### src/rtl/stopwatch_ctrl.sv
// Stopwatch controller: debounced start/stop and lap/clear buttons, an
// IDLE/RUN/PAUSE state machine, a 3-digit BCD seconds count with lap freeze,
// and a 3-way digit scan for a multiplexed display.
module stopwatch_ctrl #(
  parameter int DEFAULT_CLK     = 100000000,
  parameter int TICK_FREQ       = 1,
  parameter int REFRESH_FREQ    = 10000,
  parameter int DEBOUNCE_CYCLES = 1000000
) (
  input  logic       i_clk,
  input  logic       i_rst,
  input  logic       i_startStop,
  input  logic       i_lapClear,
  output logic [3:0] o_digit1,
  output logic [3:0] o_digit2,
  output logic [3:0] o_digit3,
  output logic [3:0] o_digit,
  output logic [1:0] o_refreshSel,
  output logic       o_running,
  output logic       o_lapHold
);

  localparam int TICK_DIV = DEFAULT_CLK / TICK_FREQ;
  localparam int REF_DIV  = DEFAULT_CLK / REFRESH_FREQ;
  localparam int TICK_W   = (TICK_DIV > 1) ? $clog2(TICK_DIV) : 1;
  localparam int REF_W    = (REF_DIV > 1) ? $clog2(REF_DIV) : 1;
  localparam int DB_W     = $clog2(DEBOUNCE_CYCLES + 1);

  localparam logic [TICK_W-1:0] TICK_LAST = TICK_W'(TICK_DIV - 1);
  localparam logic [REF_W-1:0]  REF_LAST  = REF_W'(REF_DIV - 1);
  localparam logic [DB_W-1:0]   DB_MAX    = DB_W'(DEBOUNCE_CYCLES);

  typedef enum logic [1:0] {
    ST_IDLE  = 2'd0,
    ST_RUN   = 2'd1,
    ST_PAUSE = 2'd2
  } state_t;

  // Increment a 3-digit BCD value {d3,d2,d1}; 999 rolls over to 000.
  function automatic logic [11:0] bcd_inc(input logic [11:0] v);
    logic [11:0] r;
    r = v;
    if (v[3:0] == 4'd9) begin
      r[3:0] = 4'd0;
      if (v[7:4] == 4'd9) begin
        r[7:4] = 4'd0;
        if (v[11:8] == 4'd9) begin
          r[11:8] = 4'd0;
        end else begin
          r[11:8] = v[11:8] + 4'd1;
        end
      end else begin
        r[7:4] = v[7:4] + 4'd1;
      end
    end else begin
      r[3:0] = v[3:0] + 4'd1;
    end
    return r;
  endfunction

  // Index 0 is start/stop, index 1 is lap/clear.
  logic [1:0]      btn_raw_s;
  logic [1:0]      sync1_q, sync2_q;
  logic [1:0]      samp_q;
  logic [1:0]      level_q, level_d;
  logic [1:0]      armed_q, armed_d;
  logic [1:0]      press_q, press_d;
  logic [DB_W-1:0] db_cnt_q [2];
  logic [DB_W-1:0] db_cnt_d [2];
  logic [1:0]      stable_s;

  logic              ready_q;
  state_t            state_q, state_d;
  logic [TICK_W-1:0] tick_cnt_q, tick_cnt_d;
  logic [REF_W-1:0]  ref_cnt_q, ref_cnt_d;
  logic [1:0]        sel_q, sel_d;
  logic [11:0]       count_q, count_d;
  logic [11:0]       lap_val_q, lap_val_d;
  logic              lap_hold_q, lap_hold_d;
  logic [11:0]       disp_q, disp_d;
  logic              running_q, running_d;
  logic              tick_s;
  logic              clear_s;
  logic              ss_press_s, lc_press_s;

  assign btn_raw_s  = {i_lapClear, i_startStop};
  assign ss_press_s = press_q[0];
  assign lc_press_s = press_q[1];

  // Retime reset release: the rest of the logic first acts on the second edge.
  always_ff @(posedge i_clk or negedge i_rst) begin
    if (!i_rst) begin
      ready_q <= 1'b0;
    end else begin
      ready_q <= 1'b1;
    end
  end

  // Debounce: accept a level after DEBOUNCE_CYCLES identical samples; a rising
  // accepted level only counts as a press once a released level has been seen.
  always_comb begin
    for (int b = 0; b < 2; b++) begin
      db_cnt_d[b] = DB_W'(1);
      if (sync2_q[b] == samp_q[b]) begin
        if (db_cnt_q[b] == DB_MAX) begin
          db_cnt_d[b] = DB_MAX;
        end else begin
          db_cnt_d[b] = db_cnt_q[b] + DB_W'(1);
        end
      end else begin
        db_cnt_d[b] = DB_W'(1);
      end
      stable_s[b] = (db_cnt_d[b] == DB_MAX);
      level_d[b]  = stable_s[b] ? sync2_q[b] : level_q[b];
      armed_d[b]  = armed_q[b] | (stable_s[b] & ~sync2_q[b]);
      press_d[b]  = level_d[b] & ~level_q[b] & armed_q[b];
    end
  end

  // Button synchronizers and debouncer state.
  always_ff @(posedge i_clk or negedge i_rst) begin
    if (!i_rst) begin
      sync1_q <= 2'b00;
      sync2_q <= 2'b00;
      samp_q  <= 2'b00;
      level_q <= 2'b00;
      armed_q <= 2'b00;
      press_q <= 2'b00;
      for (int b = 0; b < 2; b++) begin
        db_cnt_q[b] <= {DB_W{1'b0}};
      end
    end else if (ready_q) begin
      sync1_q <= btn_raw_s;
      sync2_q <= sync1_q;
      samp_q  <= sync2_q;
      level_q <= level_d;
      armed_q <= armed_d;
      press_q <= press_d;
      for (int b = 0; b < 2; b++) begin
        db_cnt_q[b] <= db_cnt_d[b];
      end
    end
  end

  // Mode FSM next state, lap hold and clear decisions; start/stop has priority.
  always_comb begin
    state_d    = state_q;
    lap_hold_d = lap_hold_q;
    lap_val_d  = lap_val_q;
    clear_s    = 1'b0;
    case (state_q)
      ST_IDLE: begin
        if (ss_press_s) begin
          state_d = ST_RUN;
        end else begin
          state_d = ST_IDLE;
        end
      end
      ST_RUN: begin
        if (ss_press_s) begin
          state_d = ST_PAUSE;
        end else if (lc_press_s) begin
          lap_hold_d = ~lap_hold_q;
          if (!lap_hold_q) begin
            lap_val_d = count_q;
          end else begin
            lap_val_d = lap_val_q;
          end
        end else begin
          state_d = ST_RUN;
        end
      end
      ST_PAUSE: begin
        if (ss_press_s) begin
          state_d = ST_RUN;
        end else if (lc_press_s) begin
          state_d    = ST_IDLE;
          lap_hold_d = 1'b0;
          clear_s    = 1'b1;
        end else begin
          state_d = ST_PAUSE;
        end
      end
      default: begin
        state_d    = ST_IDLE;
        lap_hold_d = 1'b0;
        clear_s    = 1'b1;
      end
    endcase
  end

  // Tick prescaler, BCD count, display value and scan step.
  always_comb begin
    tick_s     = (state_q == ST_RUN) && (tick_cnt_q == TICK_LAST);
    tick_cnt_d = tick_cnt_q;
    case (state_q)
      ST_RUN: begin
        if (tick_s) begin
          tick_cnt_d = {TICK_W{1'b0}};
        end else begin
          tick_cnt_d = tick_cnt_q + TICK_W'(1);
        end
      end
      ST_PAUSE: tick_cnt_d = tick_cnt_q;
      default:  tick_cnt_d = {TICK_W{1'b0}};
    endcase

    if (clear_s) begin
      count_d = 12'd0;
    end else if (tick_s) begin
      count_d = bcd_inc(count_q);
    end else begin
      count_d = count_q;
    end

    disp_d    = lap_hold_d ? lap_val_d : count_d;
    running_d = (state_d == ST_RUN);

    if (ref_cnt_q == REF_LAST) begin
      ref_cnt_d = {REF_W{1'b0}};
      if (sel_q == 2'd2) begin
        sel_d = 2'd0;
      end else begin
        sel_d = sel_q + 2'd1;
      end
    end else begin
      ref_cnt_d = ref_cnt_q + REF_W'(1);
      sel_d     = sel_q;
    end
  end

  // Core state registers; outputs are taken straight from these.
  always_ff @(posedge i_clk or negedge i_rst) begin
    if (!i_rst) begin
      state_q    <= ST_IDLE;
      tick_cnt_q <= {TICK_W{1'b0}};
      ref_cnt_q  <= {REF_W{1'b0}};
      sel_q      <= 2'd0;
      count_q    <= 12'd0;
      lap_val_q  <= 12'd0;
      lap_hold_q <= 1'b0;
      disp_q     <= 12'd0;
      running_q  <= 1'b0;
    end else if (ready_q) begin
      state_q    <= state_d;
      tick_cnt_q <= tick_cnt_d;
      ref_cnt_q  <= ref_cnt_d;
      sel_q      <= sel_d;
      count_q    <= count_d;
      lap_val_q  <= lap_val_d;
      lap_hold_q <= lap_hold_d;
      disp_q     <= disp_d;
      running_q  <= running_d;
    end
  end

  // Scan multiplexer selecting the digit currently being driven.
  always_comb begin
    o_digit = 4'd0;
    case (sel_q)
      2'd0:    o_digit = disp_q[3:0];
      2'd1:    o_digit = disp_q[7:4];
      2'd2:    o_digit = disp_q[11:8];
      default: o_digit = 4'd0;
    endcase
  end

  assign o_digit1     = disp_q[3:0];
  assign o_digit2     = disp_q[7:4];
  assign o_digit3     = disp_q[11:8];
  assign o_refreshSel = sel_q;
  assign o_running    = running_q;
  assign o_lapHold    = lap_hold_q;

endmodule

### config.mk
export PLATFORM = sky130hd
export DESIGN_NAME = stopwatch_ctrl
export DESIGN_NICKNAME = d
export VERILOG_FILES = /design/src/rtl/stopwatch_ctrl.sv
export SDC_FILE = /design/constraint.sdc
export NUM_CORES = 1
export LEC_CHECK = 0
export ABC_CLOCK_PERIOD_IN_PS = 4050
export BUFFER_PORTS_ARGS = -buffer_cell sky130_fd_sc_hd__buf_2
export CAP_MARGIN = 20
export CORE_MARGIN = 2
export CORE_UTILIZATION = 68
export DETAILED_ROUTE_END_ITERATION = 16
export PLACE_DENSITY = 0.88
export SLEW_MARGIN = 40
export SYNTH_ARGS = -nofsm -noshare
export SYNTH_HDL_FRONTEND = slang
export SYNTH_SLANG_ARGS = --single-unit
### constraint.sdc
create_clock -name i_clk -period 4.05 [get_ports i_clk]
set_input_delay 0 -clock i_clk [delete_from_list [all_inputs] [get_ports i_clk]]
set_output_delay 0 -clock i_clk [all_outputs]
set_load 0.05 [all_outputs]
# Word level (Yosys, flattened, before mapping)
# Index checks and enable logic that the tools add are counted.
# word_totals
reg_bits	136
input_bits	4
out_inout_bits	20
elab_cells	99
# op_classes
addsub	8
eq_ne	16
n_mux	37
bitwise	14
n_reduce_logical	6
# op_table
cell	n
12-bit two-way mux	7
20-bit == test, second input constant	4
20-bit two-way mux	4
27-bit case mux with 2 select lines	1
20-bit by 1-bit adder with 20-bit output, second input constant	2
27-bit by 1-bit adder with 27-bit output, second input constant	1
27-bit == test, second input constant	1
27-bit two-way mux	1
4-bit two-way mux	4
14-bit by 1-bit adder with 14-bit output, second input constant	1
14-bit == test, second input constant	1
14-bit two-way mux	1
4-bit by 1-bit adder with 4-bit output, second input constant	3
4-bit == test, second input constant	3
4-bit case mux with 3 select lines	1
2-bit two-way mux	5
1-bit two-way mux	9
8-bit two-way mux	1
1-bit AND	6
2-bit by 1-bit == test with 1-bit output, second input constant	3
1-bit inverter	6
2-bit case mux with 3 select lines	1
2-bit == test, second input constant	2
2-bit logical NOT	2
8 further kinds	11

# Depth between registers and ports, before layout
# depth
ltp_word	7
depth_mapped	10
mapped_depth_nobuf	9

# Least setup slack after synthesis
# Ideal clock, no wire load.
# synth_path
path_kind	reg-to-reg
startpoint	reg db_cnt_q[9] (netlist bit)
endpoint	reg level_q[1]
setup_time_ns	0.125
arrival_ns	2.361
required_ns	3.925
slack_ns	1.564
path_stages_with_launch	9
n_path_buf	1
synth_period_minus_slack_ns	2.486
path_cell_list	dfrtp_1 buf_6 nand4_4 nor3_4 nand4_4 or3_1 a211o_1 or4_4 mux2_4
# synth_between
elab_chain_cells	5
word_cells_on_any_way	6
cone_classes	add/sub (1); eq/ne (2); mux (3)
# synth_lines
item	line	text
start: declaration	68	logic [DB_W-1:0] db_cnt_q [2];
start signal: indexed assignment	130	db_cnt_q[b] <= {DB_W{1'b0}};
start signal: indexed assignment	140	db_cnt_q[b] <= db_cnt_d[b];
20-bit by 1-bit adder with 20-bit output or 20-bit == test (tied branches)	108, 105	
20-bit two-way mux *	105	if (db_cnt_q[b] == DB_MAX) begin
20-bit two-way mux *	104	if (sync2_q[b] == samp_q[b]) begin
20-bit == test *	113	stable_s[b] = (db_cnt_d[b] == DB_MAX);
1-bit two-way mux *	114	level_d[b] = stable_s[b] ? sync2_q[b] : level_q[b];
end signal: assignment	136	level_q <= level_d;
end: declaration	65	logic [1:0] level_q, level_d;
# Mark *: on every way between the ends. The rest lies on a longest branch, timed or not.
# A chain may end at the register's enable or synchronous reset.

# Worst setup path in the final report
# layout_path
startpoint	reg tick_cnt_q[0]
endpoint	reg tick_cnt_q[24]
# layout_between
elab_chain_cells	4
word_cells_on_any_way	5
cone_classes	add/sub (1); eq/ne (1); mux (2); reduce/logical (1)
# layout_lines
item	line	text
start: declaration	74	logic [TICK_W-1:0] tick_cnt_q, tick_cnt_d;
start signal: assignment	236	tick_cnt_q <= {TICK_W{1'b0}};
start signal: assignment	246	tick_cnt_q <= tick_cnt_d;
branches (longest 2 deep; another with 27-bit by 1-bit adder with 27-bit output)	-	
27-bit two-way mux *	198	if (tick_s) begin
27-bit case mux with 2 select lines *	196	case (state_q)
# Every way passes the cells marked *.

==> results.md <==
- Status: finished clean
- Filler Cell Count: 759
- DRT Pass-1 Iters: 7
- Area contributors post-synth: dfrtp_1 (43%), o21ai_0 (6.1%), nand2_1 (5.1%)
- Crit path buffers/inverters: 0
- Critical Path Sink Type: flip-flop
- Synth area leader: dfrtp_1
- Synth Flop Type: dfrtp_1
- Internal cell power: 2.70 mW
- Vias: 7,094
- Remaining Overflow, GRT: 0
- Crit start category: flip-flop
- Clock Sinks: 136
- RSZ-0062 raised after global routing: no
- Initial antenna violation count: 0
- Most common cell after layout, fill and taps aside: dfrtp_1
- Standard-cell rows: 39
- Starting Density: 0.695
- Power density over the cells: 426 nW/um^2
- Async S/R FF share, synth: 1.00
- H-tree depth reported by CTS: 4
- Seq pwr share: 0.415
- Vias in the first global route: 6,636
- Clock Power Share: 0.448
- Synth-to-Final Area Change: 10.2%
- I/O pins: 24
- Min-Delay Path Class: input port to async pin
- Period minus WS final: 3.03 ns
- Slew Viols, Final: 0
- First-pass GRT wire length: 32.0 mm
- Critical Path Fanout Max: 18
- Data required, critical path: 4.32 ns
- Synth Warn #: 0
- Slowest cell delay on critical path: 0.62 ns
- Residual DRC: 0
- Worst VDD drop: 0.404 mV
- Antenna-violating nets left: 0
- CP dominant cell by count: nand3_1
- Yosys cell types: 67
- CORE AREA: 11,400 um^2
- TritonCTS clock tree: done
- Fin area: 8710 um^2
- Iteration-0 DRC Markers: 739
- Combinational power share: 0.137
- Diodes inserted: 0
- Max-Cap Viols: 0
- Post-DP HPWL: 12.1 mm
- Die height: 112 um
- Worst rel slew slack: 0.481
- Crit path kind: flip-flop to flip-flop
- Worst slew pin tran: 0.770 ns
- Synth Register Bits: 136
- Leakage: 3.68 nW
- RD Place Congestion: 0.923
- Synth Area per Inst: 8.84 um^2
- DR WL/cell: 18.0 um
- Worst-Skew Late Latency: 0.43 ns
- Die Footprint: 12,500 um^2
- Placement-stage cell area: 8020 um^2
- Clock skew: 0.00660 ns
- Sequential-to-total area share from yosys stat: 0.431
- CP top delay family: simple AND/OR/NAND/NOR gates
- Cells after Synth: 894
- Multi-input gate area: 4130 um^2
- Synthesized area: 7900 um^2
- Slowest CP cell: nor4_1
- Post-synth top area share: 0.431
- Final Hold Fails: 0
- Sw power: 1.00 mW
- CP cell instances: ha_1, nand3_1, nor4_1, nand3_1, nand3_1, nor2b_1, o21ai_0, o31ai_1
- GRT Overall Usage: 0.313
- Switching share of total power: 0.271
- Die Width: 112 um
- Final setup viols: 0
- CTS Buf Count: 17
- Max Buffers Root-to-Sink: 2
- Final wirelength: 18.9 mm
- Largest net degree at the start of global routing: 106
- Seq. cell area: 3400 um^2
- Fin crit share: 0.748
- Highest-count cells in the layout ignoring fill and taps: dfrtp_1 (135), nand2_1 (108), o21ai_0 (96)
- Average vias per placed instance: 6.76
- Root Buffer: clkbuf_16
- Clk slew on worst S/H paths: 0.05 ns
- Final setup TNS: 0 ns
- Worst EP arrival: 3.30 ns
- Layout cells sized above 1: 0.120
- Syn nets: 907
- I/O Buffers: 23
- Layout net count: 906
- Max Fclk: 330 MHz
- Number of synthesized flops with an enable pin: 0
-- final cells by class --
cell class | instances | area share
Clock inverter | 9 | 0.0167
Tap cell | 143 | 0.0205
Multi-Input combinational cell | 670 | 0.474
Clock buffer | 23 | 0.0560
Timing Repair Buffer | 35 | 0.0279
Sequential cell | 136 | 0.391
Inverter | 33 | 0.0142
-- power by group through the flow --
stage               registers (mW)  clock network, mW  logic (mW)
finish                        1.54               1.66       0.508
global route                  1.55               1.74       0.557
CTS                           1.54               1.67       0.494
detailed placement            1.56                  0       0.484
global placement              1.55                  0       0.464
floorplan                     1.52                  0       0.371
-- Yosys cell counts, types with 22 or more instances --
cell      number
clkbuf_1      36
a21oi_1       31
inv_1         33
o21ai_0       96
mux2_2        29
dfrtp_1      136
nand3_1       44
nor2_1        64
nand4_1       23
xnor2_1       22
nand2_1      108
o31ai_1       31
-- metrics by stage --
stage	cells	power, mW	setup WS [ns]	hold slack [ns]	util
final	1049	3.71	1.02	0.0175	0.766
after global routing	1049	3.85	0.835	0.0506	0.766
after CTS	1048	3.70	1.03	0.251	0.764
after detailed placement	1013	2.04	1.17	0.108	0.705
after global placement	1013	2.02	1.30	0.176	0.705
after floorplan	894	1.89	1.56	-0.296	-
-- layer usage --
| layer | vias to the layer above | global-route usage | part of all wire | wire, um |
|---|---|---|---|---|
| li1 | 3265 | - | - | - |
| met1 | 3459 | 0.417 | 0.42 | 7870 |
| met2 | 333 | 0.503 | 0.49 | 9250 |
| met3 | 37 | 0.0713 | 0.073 | 1380 |
| met4 | 0 | 0.118 | 0.019 | 357 |
| met5 | - | 0 | 0 | 0 |
-- flip-flops by register name, indices dropped and copies added (netlist names) --
signal and flops:
db_cnt_q 40, tick_cnt_q 27, ref_cnt_q 14, count_q 12, disp_q 12, lap_val_q 12, armed_q 2, level_q 2
o_refreshSel 2, press_q 2, samp_q 2, state_q 2, sync1_q 2, sync2_q 2, o_lapHold 1, o_running 1
ready_q 1
-- kinds of logic after synthesis --
kind of cell,after synthesis,synth area share
compound gates,235,0.188
xor+xnor,36,0.0399
fa+ha+maj,9,0.0142
buf+inv,88,0.0475
flops,136,0.431
mux,37,0.0521
other cells,1,0.000475
simple gates,352,0.228
-- path summary, 6_finish.rpt --
path,from,endpoint,slack [ns],depth (start not counted)
worst max-delay path,tick_cnt_q[0]$_DFFE_PN0P_,tick_cnt_q[24]$_DFFE_PN0P_,1.02,8
worst min-delay path,i_rst,db_cnt_q[32]$_DFFE_PN0P_,0.02,2
worst max register to register,tick_cnt_q[0]$_DFFE_PN0P_,tick_cnt_q[24]$_DFFE_PN0P_,1.02,8
worst min register to register,armed_q[1]$_DFFE_PN0P_,armed_q[1]$_DFFE_PN0P_,0.48,1
max in group asynchronous,i_rst,state_q[1]$_DFFE_PN0P_,2.95,4
min in group i_clk,i_startStop,sync1_q[0]$_DFFE_PN0P_,0.34,3
-- timing repair --
action,CTS,global route
gates resized for setup,0,0
setup endpoints to repair,0,0
hold buffers,3,0
hold endpoints to repair,106,0
buffers inserted,0,0
-- worst register-to-register path: stages, from the launching register on --
cell and delay (ns):
dfrtp_1 0.40, ha_1 0.21, nand3_1 0.19, nor4_1 0.62, nand3_1 0.37, nand3_1 0.59
nor2b_1 0.11, o21ai_0 0.25, o31ai_1 0.13
No activity file was read; power rests on OpenSTA's default activity.
